===== src/rtl/gate_truth_sweep.sv =====
// N-input logic gate with a truth-table sweep engine: streams every input vector
// and its gate output over a valid/ready handshake while building the table bitmap.
module gate_truth_sweep #(
    parameter int N_IN = 2
) (
    input  logic                 clk,
    input  logic                 rst,
    input  logic                 start,
    input  logic [2:0]           op,
    input  logic                 abort,
    output logic                 busy,
    output logic                 done,
    output logic                 row_valid,
    input  logic                 row_ready,
    output logic [N_IN-1:0]      row_in,
    output logic                 row_out,
    output logic [2**N_IN-1:0]   table_q
);
    localparam int DEPTH = 2 ** N_IN;
    // idx carries one spare bit so the last increment can never alias row 0
    localparam logic [N_IN:0] LAST_IDX = (N_IN + 1)'(DEPTH - 1);

    typedef enum logic [1:0] {IDLE, RUN, DONE} state_t;

    state_t            state_q;
    logic [N_IN:0]     idx_q;
    logic [2:0]        op_q;
    logic [DEPTH-1:0]  tbl_q;

    assign busy      = (state_q != IDLE);
    assign done      = (state_q == DONE);
    assign row_valid = (state_q == RUN);
    assign row_in    = idx_q[N_IN-1:0];
    assign table_q   = tbl_q;

    always_comb begin
        row_out = 1'b0;
        case (op_q)
            3'd0: row_out = ~&row_in;
            3'd1: row_out = &row_in;
            3'd2: row_out = |row_in;
            3'd3: row_out = ~|row_in;
            3'd4: row_out = ^row_in;
            3'd5: row_out = ~^row_in;
            3'd6: row_out = row_in[0];
            3'd7: row_out = ~row_in[0];
            default: row_out = 1'b0;
        endcase
    end

    always_ff @(posedge clk) begin
        if (rst) begin
            state_q <= IDLE;
            idx_q   <= '0;
            op_q    <= '0;
            tbl_q   <= '0;
        end else begin
            case (state_q)
                IDLE: begin
                    if (start) begin
                        op_q    <= op;
                        idx_q   <= '0;
                        tbl_q   <= '0;
                        state_q <= RUN;
                    end
                end
                RUN: begin
                    if (row_ready) begin
                        tbl_q[row_in] <= row_out;
                        if (idx_q == LAST_IDX) state_q <= DONE;
                        else                   idx_q   <= idx_q + 1'b1;
                    end
                    // abort wins over the DONE transition, after the row is written
                    if (abort) state_q <= IDLE;
                end
                DONE:    state_q <= IDLE;
                default: state_q <= IDLE;
            endcase
        end
    end
endmodule


===== config.mk =====
export PLATFORM = sky130hd
export DESIGN_NAME = gate_truth_sweep
export DESIGN_NICKNAME = d
export VERILOG_FILES = /design/src/rtl/gate_truth_sweep.sv
export SDC_FILE = /design/constraint.sdc
export NUM_CORES = 1
export LEC_CHECK = 0
export ABC_AREA = 1
export BUFFER_PORTS_ARGS = -buffer_cell sky130_fd_sc_hd__buf_2
export CORE_MARGIN = 2
export CORE_UTILIZATION = 45
export DETAILED_ROUTE_END_ITERATION = 8
export PLACE_DENSITY_LB_ADDON = 0.3
export SLEW_MARGIN = 30
export SYNTH_ARGS = -nofsm -noshare
export SYNTH_HDL_FRONTEND = slang
export SYNTH_SLANG_ARGS = --single-unit

===== constraint.sdc =====
create_clock -name clk -period 1.4 [get_ports clk]
set_clock_uncertainty 0.15 [all_clocks]
set_input_delay 0.07 -clock clk [delete_from_list [all_inputs] [get_ports clk]]
set_output_delay 0.07 -clock clk [all_outputs]
set_load 0.02 [all_outputs]

==> metrics <==
status=complete, but fails checks; failing checks=setup timing; Die Area=1850 um2; max_cap viols=0; # H-tree levels=1; GRT Overall Usage=20.8%; Area Growth Syn to Fin=61.1%; WS Path Type=register to primary output; violation count after the first detailed-route iteration=5; Die Height=43.0 um; register area share after synthesis=35.0%; Required @ worst endpoint=1.18 ns; worst-skew pair later-pin latency=0.27 ns; CTS clk-pin slew, worst paths=0.08 ns; FMAX=0.581 GHz; Critical Path Fanout Max=4; VDD IR max=531 uV; hold path cells=3; Startpoint Class=register; highest routed layer=met4; initial antenna violation count=0; Tot Pwr=958 uW; largest net degree at the start of global routing=10; core area=1470 um2; CTS max path bufs=2; max_slew headroom=79.4%; Root Buffer=clkbuf_4; boundary pin count=18; final setup fails=5; hold violation count in the final report=0; Post-Synth XOR/XNOR Area=0%; pwr/cell area=867 nW/um2; total CTS buffers=3; flop and latch count out of synthesis=12; R2R depth=10; remaining global-route overflow=0; ANT cells=0; Yosys warnings=0; DR WL/cell=13.2 um; fin worst setup slack=-0.321 ns; DRT met1 WL=814 um; largest family of logic cells by synthesized area=simple AND/OR/NAND/NOR gates; share of cells above drive strength 1=46.8%; DRC Markers=0; RePlAce Congestion=0.759; Final Core Density=75.1%; minimum clock period=1.72 ns; Initial Util=46.6%; clock sinks=12; Adder-Cell Fraction of Synth Area=9.12%; vias=769; RSZ-0062 raised after global routing=yes; Cells after Synth=102; Slew Limit Fails=0; first-pass GRT wire length=2.97 mm; Routed Antenna Nets=0; critical path arrival=1.50 ns; Site Rows=14; NumNets Final=154; Vias/cell=4.96; Fin Setup TNS=-0.686 ns; multiplexer share of the synthesized area=0%; Compound-Gate Fraction of Synth Area=12.2%; cell area after synthesis=686 um2; DRT Pass-1 Iters=4; fin crit share=123%; Die X=43.0 um; Synth Area in Simple Gates=29.4%; Synth cell types=15; Syn Area/Cell=6.72 um2; HP Class=input port to register; CP Capture Type=primary output; Worst Tran Pin Value=0.309 ns; met2 WL=1.08 mm; Post-Syn Nets=115; met3 WL=94 um; IO Port Bufs=17; Post-Route WL=2.05 mm; vias in the first global route=696; CTS tree=done; HPWL after DPL=1.03 mm; Leak=0.564 nW
==> cell usage in the layout (no fill, tap or decap), types with 4 or more instances in the layout <==
cell           Yosys  layout
nand2_1           27      21
inv_1             22      18
buf_2              0      16
buf_4              2      11
dfxtp_1           12       9
nor2_1             8       8
dlygate4sd3_1      0       6
nand2_2            1       5
nand3_2            1       5
a21oi_1            9       5
a21oi_2            0       4
==> synthesized netlist by cell type <==
master / count / share of area (%)
nand2_1: 27 / 15
inv_1: 22 / 12
dfxtp_1: 12 / 35
a21oi_1: 9 / 6.6
nor2_1: 8 / 4.4
o21ai_0: 6 / 4.4
ha_1: 5 / 9.1
nand3_1: 5 / 3.6
buf_4: 2 / 2.2
nand2_2: 1 / 0.91
nand2_4: 1 / 1.6
nand3_2: 1 / 1.5
nor2_4: 1 / 1.6
nor4_1: 1 / 0.91
o21ai_2: 1 / 1.3
==> per-stage QoR <==
step | setup WS (ns) | instance area (um2) | hold slack (ns) | std cells
detailed placement | -0.117 | 832 | 0.110 | 140
finish | -0.321 | 1100 | 0.0326 | 155
global placement | -0.0808 | 832 | 0.0988 | 140
CTS | -0.263 | 1000 | 0.0166 | 154
global route | -0.372 | 1100 | 0.0388 | 155
floorplan | 0.00778 | 689 | -0.0109 | 102
==> report_power, final <==
| group | leakage [nW] | total (mW) | switching, mW | internal [mW] |
|---|---|---|---|---|
| registers | 0.100 | 0.392 | 0.0282 | 0.364 |
| logic | 0.450 | 0.355 | 0.193 | 0.162 |
| clock network | 0.0138 | 0.211 | 0.111 | 0.0995 |
==> area by class of cell <==
class | count | area [um2]
Fill cell | 102 | 367
Tap cell | 16 | 20.0
Timing Repair Buffer | 36 | 256
Sequential cell | 12 | 249
Inverter | 22 | 90.1
Clock buffer | 3 | 22.5
Multi-Input combinational cell | 66 | 467
==> state kept, by name, indices dropped and copies added (netlist names) <==
register and cells:
state_q 2, idx_q 3, op_q 3, table_q 4
==> repair_timing <==
action / 4_1_cts / 5_1_grt
setup buffers: 5 / 2
endpoints found under the hold margin: 5 / 0
gates resized for setup: 16 / 25
hold buffers: 6 / 0
pin swaps: 3 / 8
endpoints found under the setup margin: 9 / 10
cloned: 0 / 0
==> metal layers <==
metal / vias up / GRT usage [%]
met5: - / 0
met4: 0 / 4.85
met3: 6 / 5.53
met2: 24 / 35.8
met1: 352 / 25.8
li1: 387 / -
==> logic make-up (layout without fill, tap and decap cells) <==
logic type,count (synthesis),after routing
compound gates,16,16
flops,12,12
buf+inv,24,61
fa+ha+maj,5,5
simple gates,45,45
==> critical path: stages, from the launching register on <==
cell and delay (ns):
dfxtp_4 0.39, inv_4 0.05, ha_4 0.27, inv_4 0.04
nand2_4 0.07, nand2_2 0.05, nand2_2 0.07, nand3_2 0.07
nand2_2 0.08, inv_2 0.04, buf_6 0.12
==> final timing paths <==
| kind | startpoint | end | slack (ns) |
|---|---|---|---|
| setup / recovery | idx_q[1]$_SDFFE_PP0P_ | row_out | -0.32 |
| hold / removal | start | state_q[0]$_SDFFE_PP0P_ | 0.03 |
| setup reg to reg | idx_q[0]$_SDFFE_PP0P_ | table_q[2]$_SDFFE_PP0P_ | -0.10 |
| hold reg to reg | idx_q[2]$_SDFFE_PP0P_ | idx_q[2]$_SDFFE_PP0P_ | 0.33 |
Power figures use the tool's default switching activity.
